<file path="config.mk">
export PLATFORM = sky130hd
export DESIGN_NAME = encode
export DESIGN_NICKNAME = d
export VERILOG_FILES = /design/src/rtl/encode.sv
export SDC_FILE = /design/constraint.sdc
export NUM_CORES = 1
export LEC_CHECK = 0
export ABC_AREA = 0
export CAP_MARGIN = 0
export CORE_MARGIN = 2
export CORE_UTILIZATION = 30
export CTS_BUF_LIST = sky130_fd_sc_hd__clkbuf_4
export CTS_CLUSTER_SIZE = 12
export DETAILED_ROUTE_END_ITERATION = 10
export GPL_TIMING_DRIVEN = 0
export PLACE_DENSITY = 0.62
export SYNTH_ARGS = -nofsm -noshare
export SYNTH_HDL_FRONTEND = slang
export SYNTH_SLANG_ARGS = --single-unit
</file>
<file path="constraint.sdc">
create_clock -name clk -period 1.15 [get_ports clk]
set_clock_uncertainty 0.1 [all_clocks]
set_input_delay 0.1725 -clock clk [delete_from_list [all_inputs] [get_ports clk]]
set_output_delay 0.1725 -clock clk [all_outputs]
set_load 0.1 [all_outputs]
</file>
<file path="src/rtl/encode.sv">
// ---------------------------------------------------------------------------
// encode: synchronised 7-input priority encoder with active-low requests
// and an active-low enable.
//
// Raw board inputs (Datain, n_EN) are brought into the clk domain through a
// SYNC_STAGES-deep flop chain. The last stage selects the highest-numbered
// active request, and the result is registered onto D/ET. Code 0 means "no
// request", so Datain[i] maps to code i+1.
//
// Parameters:
//   SYNC_STAGES : synchroniser depth, legal range 2..4 (default 2)
//
// Ports:
//   clk    : system clock, rising edge
//   n_rst  : asynchronous active-low reset
//   n_EN   : encoder enable, active-low, asynchronous to clk
//   Datain : request lines, active-low, asynchronous to clk
//   D      : registered code of highest active request (0 when none)
//   ET     : registered valid flag (enabled and any request active)
//
// Latency from a stable input change to D/ET is SYNC_STAGES+1 edges.
// ---------------------------------------------------------------------------
module encode #(
    parameter int SYNC_STAGES = 2
) (
    input  logic       clk,
    input  logic       n_rst,
    input  logic       n_EN,
    input  logic [6:0] Datain,
    output logic [2:0] D,
    output logic       ET
);

    localparam int SW = 8;  // {n_EN, Datain[6:0]} carried together

    // Enable and data share one chain so both see equal delay; a
    // simultaneous change of n_EN and Datain therefore arrives together.
    logic [SYNC_STAGES-1:0][SW-1:0] sync_q;

    logic [6:0] req_n;
    logic       en;
    logic [2:0] code;

    always_ff @(posedge clk or negedge n_rst) begin
        if (!n_rst) begin
            // All-ones = every request inactive and the encoder disabled.
            sync_q <= '1;
        end else begin
            sync_q[0] <= {n_EN, Datain};
            for (int s = 1; s < SYNC_STAGES; s++)
                sync_q[s] <= sync_q[s-1];
        end
    end

    assign req_n = sync_q[SYNC_STAGES-1][6:0];
    assign en    = ~sync_q[SYNC_STAGES-1][7];

    // Ascending scan: later (higher-index) active bits overwrite earlier
    // ones, giving Datain[6] top priority.
    always_comb begin
        code = 3'd0;
        for (int i = 0; i < 7; i++)
            if (!req_n[i])
                code = 3'(i + 1);
    end

    always_ff @(posedge clk or negedge n_rst) begin
        if (!n_rst) begin
            D  <= 3'd0;
            ET <= 1'b0;
        end else if (en) begin
            D  <= code;
            ET <= (code != 3'd0);
        end else begin
            D  <= 3'd0;
            ET <= 1'b0;
        end
    end

endmodule

</file>
Word-level counts from Yosys, hierarchy flattened. Index checks and enable logic that the tools add are counted.

Flip-flop bits (word level): 20. Input bits: 10.

Multiplexer cells: 9. Reduce and logical (&&, ||, !) cells: 1.

Operator list (count): $mux 3 (7); $reduce_bool 3->1 (1); $mux 1 (2).

Logic depth before layout (Yosys ltp). Gate-level depths: netlist (run 1).

Depth after elaboration: 9. Mapped depth: 3.

Least setup slack after synthesis (run 1). OpenSTA, ideal clock, no wires.

Path type: flip-flop to output port. Start point: register D[0]. End point: output D[0]. Arrival time: 0.883 ns. Slack: -0.006 ns. Cell stages (with the launch flop): 1. Cells stage by stage: dfrtp_1.

RTL lines: start: declaration (line 30) `output logic [2:0] D,`; start signal: assignment (line 72) `D <= code;`.

No word-level cell between the ends.

Worst setup path after layout (run 1).
Start point: register ET. End point: output ET.

RTL lines: start: declaration (line 31) `output logic ET`; start signal: assignment (line 73) `ET <= (code != 3'd0);`.

No word-level cell between the ends.

==> results of run 1 <==
==> cells by family after synthesis <==
group / synth area share (%)
AOI/OAI and AO/OA: 7.083
DFF: 86.67
and+or+nand+nor: 4.999
buffers and inverters: 1.250
==> worst min-delay path by stage <==
| stage | start | end | slack [ns] | cells after the start |
|---|---|---|---|---|
| detailed placement | sync_q[1] | req_n[1] | 0.25 | 0 |
| finish | n_rst | D[2] | -0.14 | 1 |
| global placement | sync_q[3] | req_n[3] | 0.25 | 0 |
| CTS | Datain[5] | sync_q[5] | 0.18 | 1 |
| floorplan | n_rst | D[0] | -0.22 | 0 |
| global route | n_rst | ET | -0.08 | 1 |
==> state kept, by name (all words and copies together), names as in the netlist <==
name / flops
D: 3
ET: 1
req_n: 7
sync_q: 9
==> cell type report <==
class	instances	area, um2	area share (%)
repair buffers	13	145.1	17.74
flip-flops and latches	20	525.5	64.22
well taps	27	33.78	4.128
inverters	2	7.507	0.9174
clock buffers	3	22.52	2.752
multi-input cells	10	83.83	10.24
==> Yosys cell counts <==
master    instances  area share [%]
dfstp_2          16              70
inv_1             2             1.3
nand3_1           1            0.83
nand2b_1          1             1.0
a41oi_2           1             2.7
nor2_1            1            0.62
dfrtp_1           4              17
a31oi_1           1             1.0
a21oi_1           1            0.83
and4_4            1             1.9
o21ai_1           1            0.83
a41o_1            1             1.7
nand2_1           1            0.62
==> power groups by stage <==
stage | sequential [mW] | clock [mW] | combinational (mW)
finish | 0.789 | 0.292 | 0.155
detailed placement | 0.796 | 0 | 0.147
global placement | 0.794 | 0 | 0.146
CTS | 0.786 | 0.308 | 0.150
global route | 0.794 | 0.335 | 0.163
floorplan | 0.862 | 0 | 0.0142
==> timing repair <==
action,CTS,global route
pin swaps,0,3
hold endpoints to repair,0,4
setup endpoints to repair,4,10
gates resized for setup,28,5
==> routing by layer <==
metal	vias to the layer above	GRT usage [%]	routed length, um
met5	-	0	0
met4	0	2.857	0
met3	0	1.852	61
met2	14	10.73	356
met1	140	6.314	252
li1	140	-	-
==> stage by stage <==
step                      utilization [%]  total power, mW  instance area, um2
final                               42.58            1.236               818.3
after global routing                42.58            1.293               818.3
after CTS                           41.47            1.245               797.0
after detailed placement            40.04           0.9430               769.5
after global placement              40.04           0.9392               769.5
after floorplan                         -           0.8757               605.6
==> qor.json, run 1 <==
{
  "sta": {
    "final-hold-violation-count": 4,
    "f_max_mhz": 879.4,
    "rsz_0062_raised_after_global_routing": "true",
    "setup_violations": 0,
    "report.final.slew_viol_count": 0,
    "layout_setup_ws_ns": 0.01282,
    "whs_ns": -0.1391,
    "finalWorstPathRequiredPeriod_ns": 1.137,
    "worst_slew_pin_slew_ns": 0.7914,
    "finalSetupTns_ns": 0,
    "min_period_over_period_pct": 98.89,
    "worst_slew_margin_rel_pct": 47.16
  },
  "clocking": {
    "clock_tree_from_tritoncts": "done",
    "clk_transition_reported_paths_ns": 0.09,
    "max_root_sink_buffers": 2,
    "cts_htree_levels": 1,
    "clk_root_buffer_cell": "clkbuf_4",
    "clock-sinks": 20,
    "cts-buffers-inserted": 3,
    "clock_insertion_delay_worst_skew_ns": 0.28,
    "cts_setup_buffers": 0,
    "cts_hold_bufs": 0
  },
  "grt": {
    "grt_pass1_vias": 296,
    "grt.total_usage_pct": 5.980,
    "global_route_wire_length_before_repair_mm": 1.090,
    "grt_overflow_total": 0,
    "largest_net_degree_at_the_start_of_global_routing": 21,
    "antenna_found_initial": 0
  },
  "power_and_ir_drop": {
    "cell_internal_pwr_mw": 0.9470,
    "clock_power_share_pct": 23.6,
    "power_frac_seq_pct": 63.9,
    "power.switching_fraction_pct": 23.38,
    "power.density_nw_per_um2": 1510,
    "p_sw_mw": 0.2890,
    "power_leakage_nw": 0.3394,
    "irDropWorstVdd_mv": 0.6920,
    "pwr-share-comb_pct": 12.5
  },
  "final_layout": {
    "nets": 60,
    "fillerInstances": 177,
    "finalNonFillerCells": 75,
    "insertedDiodeCount": 0,
    "area_growth_pct": 36.25,
    "layout_commonest_cell": "dfstp_2",
    "final_layout_size_suffix_gt1_share_pct": 64.58,
    "leading_cell_types_in_the_layout_fill_and_taps_excluded": "dfstp_2 (16), clkdlybuf4s50_1 (8), dfrtp_2 (4), clkbuf_4 (3)"
  },
  "detailed_routing": {
    "routed_wl_um": 669,
    "vias_after_detailed_routing": 294,
    "post_drt_via_cell_ratio": 3.920,
    "drtPass1Iterations": 2,
    "drt_iter0_drc": 2,
    "detail-route-antenna-nets": 0,
    "drt-wirelength-per-cell_um": 8.920,
    "route.detailed.drc": 0
  },
  "floorplan": {
    "die_x_um": 48.74,
    "core_area_um2": 1922,
    "floorplan.initialDensity_pct": 31.25,
    "chipHeight_um": 48.74,
    "floorplan.die_area_um2": 2376,
    "placement_rows": 16,
    "boundaryPins": 14
  },
  "setup_path": {
    "cp_data_arrival_time_ns": 0.86,
    "crit_required_ns": 0.88,
    "crit_chain": "buf_6",
    "cp-end-kind": "output port",
    "critical_path.endpoint": "ET",
    "cp_slowest_stage_delay_ns": 0.41,
    "setup.worst_path.start_class": "flop",
    "cp_slowest_cell": "dfrtp_2",
    "rr_startpoint": "req_n[5]",
    "critical_path_buf_inv_count": 1,
    "worst_r2r_endpoint": "ET",
    "cp_class": "flop to output port",
    "worst_r2r_setup_slack_ns": 0.03,
    "timing.critical_path.fanout_max": 1,
    "crit_start": "ET",
    "worst-r2r-cell-count": 2,
    "worst-path-stages": 1,
    "worst_path_dominant_cell_family": "flip-flops"
  },
  "hold_path": {
    "hold_class": "primary input to asynchronous set/reset pin"
  },
  "outcome": {
    "failed_checks": "hold timing",
    "outcome": "finished with violations"
  },
  "logic_synthesis": {
    "synth-seq-area-share_pct": 86.67,
    "syn_nets": 42,
    "yosys_warnings": 0,
    "synthesis.instances": 32,
    "yosys_register_bits": 20,
    "yosysUniqueCellTypes": 13,
    "average_cell_area_after_synthesis_um2": 18.77,
    "syn-cell-area_um2": 600.6
  },
  "flow_run": {
    "maxCapViolations": 0
  },
  "place": {
    "dp_worst_setup_slack_ns": -0.5593,
    "numPlacedInstances": 72,
    "place.port_buffers": 13,
    "gp_congestion": 0.6374
  }
}
(Power assumes the default switching activity.)
==> run 2: changes to the inputs <==
- PLACE_DENSITY: 0.62 -> default
- PLACE_DENSITY_LB_ADDON: default -> 0.15
==> run 2 against run 1 <==
  * The flow still finishes with violations (hold timing)
  * Global-route usage is 0.84 points higher
  * Sequential power hardly changed
  * Register-to-register slack hardly changed
  * Sequential share of layout area is 0.59 points higher
  * Critical path type unchanged
==> qor.json, run 2 (synthesis gave the netlist of run 1 again) <==
{
  "final_layout": {
    "layout_commonest_cell": {"value": "dfstp_2", "change": "unchanged"},
    "fillerInstances": {"value": 183, "change": "was 177"},
    "area_growth": {"value": 35.00, "unit": "%", "change": "was 36.25%"},
    "top_register": {"value": "sync_q", "change": "unchanged"},
    "finalInstanceArea": {"value": 810.8, "unit": "um2", "change": "was 818.3 um2"},
    "leading_cell_types_in_the_layout_fill_and_taps_excluded": {"value": "dfstp_2 (16), clkdlybuf4s50_1 (8), dfrtp_2 (4), clkbuf_4 (3)", "change": "unchanged"},
    "register_area": {"value": 525.5, "unit": "um2", "change": "unchanged"},
    "nets": {"value": 60, "change": "unchanged"},
    "fin_util": {"value": 42.19, "unit": "%", "change": "was 42.58%"},
    "final_layout_size_suffix_gt1_share": {"value": 59.18, "unit": "%", "change": "was 64.58%"},
    "insertedDiodeCount": {"value": 0, "change": "unchanged"},
    "area_of_the_multi_input_gates": {"value": 72.57, "unit": "um2", "change": "was 83.83 um2"},
    "largest_register_ffs": {"value": 9, "change": "unchanged"}
  },
  "setup_path": {
    "crit_chain": {"value": "buf_6", "change": "unchanged"},
    "crit_required": {"value": 0.88, "unit": "ns", "change": "about the same"},
    "rr_startpoint": {"value": "req_n[3]", "change": "was req_n[5]"},
    "worst_path_dominant_cell_family": {"value": "flip-flops", "change": "unchanged"},
    "setup.worst_path.start_class": {"value": "flop", "change": "unchanged"},
    "crit_start": {"value": "D[2]", "change": "was ET"},
    "timing.critical_path.fanout_max": {"value": 1, "change": "unchanged"},
    "cp-end-kind": {"value": "output port", "change": "unchanged"},
    "cp_slowest_stage_delay": {"value": 0.41, "unit": "ns", "change": "about the same"},
    "cp_class": {"value": "flop to output port", "change": "unchanged"},
    "critical_path_buf_inv_count": {"value": 1, "change": "unchanged"},
    "cp_slowest_cell": {"value": "dfrtp_2", "change": "unchanged"},
    "cp_data_arrival_time": {"value": 0.87, "unit": "ns", "change": "was 0.86 ns"}
  },
  "floorplan": {
    "die_x": {"value": 48.74, "unit": "um", "change": "unchanged"},
    "core_area": {"value": 1922, "unit": "um2", "change": "unchanged"},
    "floorplan.initialDensity": {"value": 31.25, "unit": "%", "change": "unchanged"},
    "boundaryPins": {"value": 14, "change": "unchanged"},
    "floorplan.die_area": {"value": 2376, "unit": "um2", "change": "unchanged"},
    "chipHeight": {"value": 48.74, "unit": "um", "change": "unchanged"},
    "placement_rows": {"value": 16, "change": "unchanged"}
  },
  "sta": {
    "final-hold-violation-count": {"value": 4, "change": "unchanged"},
    "whs": {"value": -0.1442, "unit": "ns", "change": "was -0.1391 ns"},
    "setup_violations": {"value": 0, "change": "unchanged"},
    "finalWorstPathRequiredPeriod": {"value": 1.144, "unit": "ns", "change": "was 1.137 ns"},
    "worst_slew_pin_slew": {"value": 0.7932, "unit": "ns", "change": "was 0.7914 ns"},
    "worst_slew_margin_rel": {"value": 47.03, "unit": "%", "change": "was 47.16%"},
    "finalSetupTns": {"value": 0, "unit": "ns", "change": "unchanged"},
    "f_max": {"value": 874.3, "unit": "MHz", "change": "was 879.4 MHz"},
    "rsz_0062_raised_after_global_routing": {"value": "true", "change": "unchanged"},
    "min_period_over_period": {"value": 99.46, "unit": "%", "change": "was 98.89%"},
    "report.final.slew_viol_count": {"value": 0, "change": "unchanged"}
  },
  "grt": {
    "global_route_wire_length_before_repair": {"value": 1.159, "unit": "mm", "change": "was 1.090 mm"},
    "grt_overflow_total": {"value": 0, "change": "unchanged"},
    "grt.total_usage": {"value": 6.821, "unit": "%", "change": "was 5.980%"},
    "grt_pass1_vias": {"value": 284, "change": "was 296"},
    "largest_net_degree_at_the_start_of_global_routing": {"value": 21, "change": "unchanged"},
    "antenna_found_initial": {"value": 0, "change": "unchanged"}
  },
  "detailed_routing": {
    "drt-wirelength-per-cell": {"value": 9.421, "unit": "um", "change": "was 8.920 um"},
    "routed_wl": {"value": 716, "unit": "um", "change": "was 669 um"},
    "post_drt_via_cell_ratio": {"value": 3.908, "change": "was 3.920"},
    "detail-route-antenna-nets": {"value": 0, "change": "unchanged"},
    "vias_after_detailed_routing": {"value": 297, "change": "was 294"},
    "drt_iter0_drc": {"value": 0, "change": "was 2"},
    "route.detailed.drc": {"value": 0, "change": "unchanged"},
    "drtPass1Iterations": {"value": 1, "change": "was 2"}
  },
  "clocking": {
    "clk_root_buffer_cell": {"value": "clkbuf_4", "change": "unchanged"},
    "cts_htree_levels": {"value": 1, "change": "unchanged"},
    "cts_setup_buffers": {"value": 0, "change": "unchanged"},
    "clk_transition_reported_paths": {"value": 0.10, "unit": "ns", "change": "was 0.09 ns"},
    "cts-buffers-inserted": {"value": 3, "change": "unchanged"},
    "cts_hold_bufs": {"value": 0, "change": "unchanged"},
    "clock-sinks": {"value": 20, "change": "unchanged"},
    "max_root_sink_buffers": {"value": 2, "change": "unchanged"},
    "clock_insertion_delay_worst_skew": {"value": 0.28, "unit": "ns", "change": "about the same"},
    "clock_tree_from_tritoncts": {"value": "done", "change": "unchanged"}
  },
  "place": {
    "place.port_buffers": {"value": 13, "change": "unchanged"},
    "gp_congestion": {"value": 0.7012, "change": "was 0.6374"},
    "placedInstanceArea": {"value": 769.5, "unit": "um2", "change": "unchanged"}
  },
  "flow_run": {
    "maxCapViolations": {"value": 0, "change": "unchanged"}
  },
  "power_and_ir_drop": {
    "power_leakage": {"value": 0.3350, "unit": "nW", "change": "was 0.3394 nW"},
    "irDropWorstVdd": {"value": 0.7581, "unit": "mV", "change": "was 0.6920 mV"},
    "finalPower": {"value": 1.245, "unit": "mW", "change": "was 1.236 mW"},
    "power.density": {"value": 1535, "unit": "nW/um2", "change": "was 1510 nW/um2"}
  },
  "outcome": {
    "outcome": {"value": "finished with violations", "change": "unchanged"},
    "failed_checks": {"value": "hold timing", "change": "unchanged"}
  },
  "hold_path": {
    "hold_class": {"value": "primary input to asynchronous set/reset pin", "change": "unchanged"}
  }
}
run 2: cell count changes in the layout (fill, tap and decap cells not counted):
cell      previous run  this run
nand2b_4             1         0
clkinv_1             0         1
a21oi_1              0         1
nand2b_1             0         1
a21oi_2              1         0
run 2: cell type report:
type,instances,area share (%)
clock buffer,3,2.778
timing repair buffer,13,17.90
tap,27,4.167
inverter,2,0.9259
multi-input combinational,10,8.951
clock inverter,1,0.4630
sequential,20,64.81
run 2: per-stage QoR:
stage | cells | worst slack (ns)
floorplan | 32 | 0.06324
global placement | 72 | -0.5631
detailed placement | 72 | -0.5707
CTS | 76 | -0.01101
global route | 76 | -0.04100
finish | 76 | 0.006177
run 2: final timing paths:
kind                                   to  slack (ns)  cells past startpoint
worst min-delay path                 D[1]       -0.14                      1
min in group clk                sync_q[7]        0.19                      1
max in group asynchronous              ET        0.55                      1
worst max-delay path                 D[2]       0.006                      1
worst max register to register         ET        0.04                      2
worst min register to register   req_n[6]        0.26                      0
run 2: what timing repair did:
item                                   in CTS  in global routing
gates resized for setup                    29                  2
endpoints found under the hold margin       0                  4
pin swaps                                   0                  1
setup endpoints to repair                   4                  9
run 2: power by group:
part           switching (mW)  internal, mW
registers              0.0214         0.766
clock network           0.179         0.126
logic                  0.0950        0.0579
run 2: layer usage:
layer / wire (um) / global-route usage [%]
met1: 272 / 7.460
met3: 72 / 2.469
met4: 0 / 5.714
met2: 372 / 10.50
met5: 0 / 0
==> run 3: changes to the inputs <==
- SKIP_CTS_REPAIR_TIMING: default -> 1
- SLEW_MARGIN: default -> 25
==> results of run 3 <==
Final layout, timing and power as in run 2 (identical DEF).
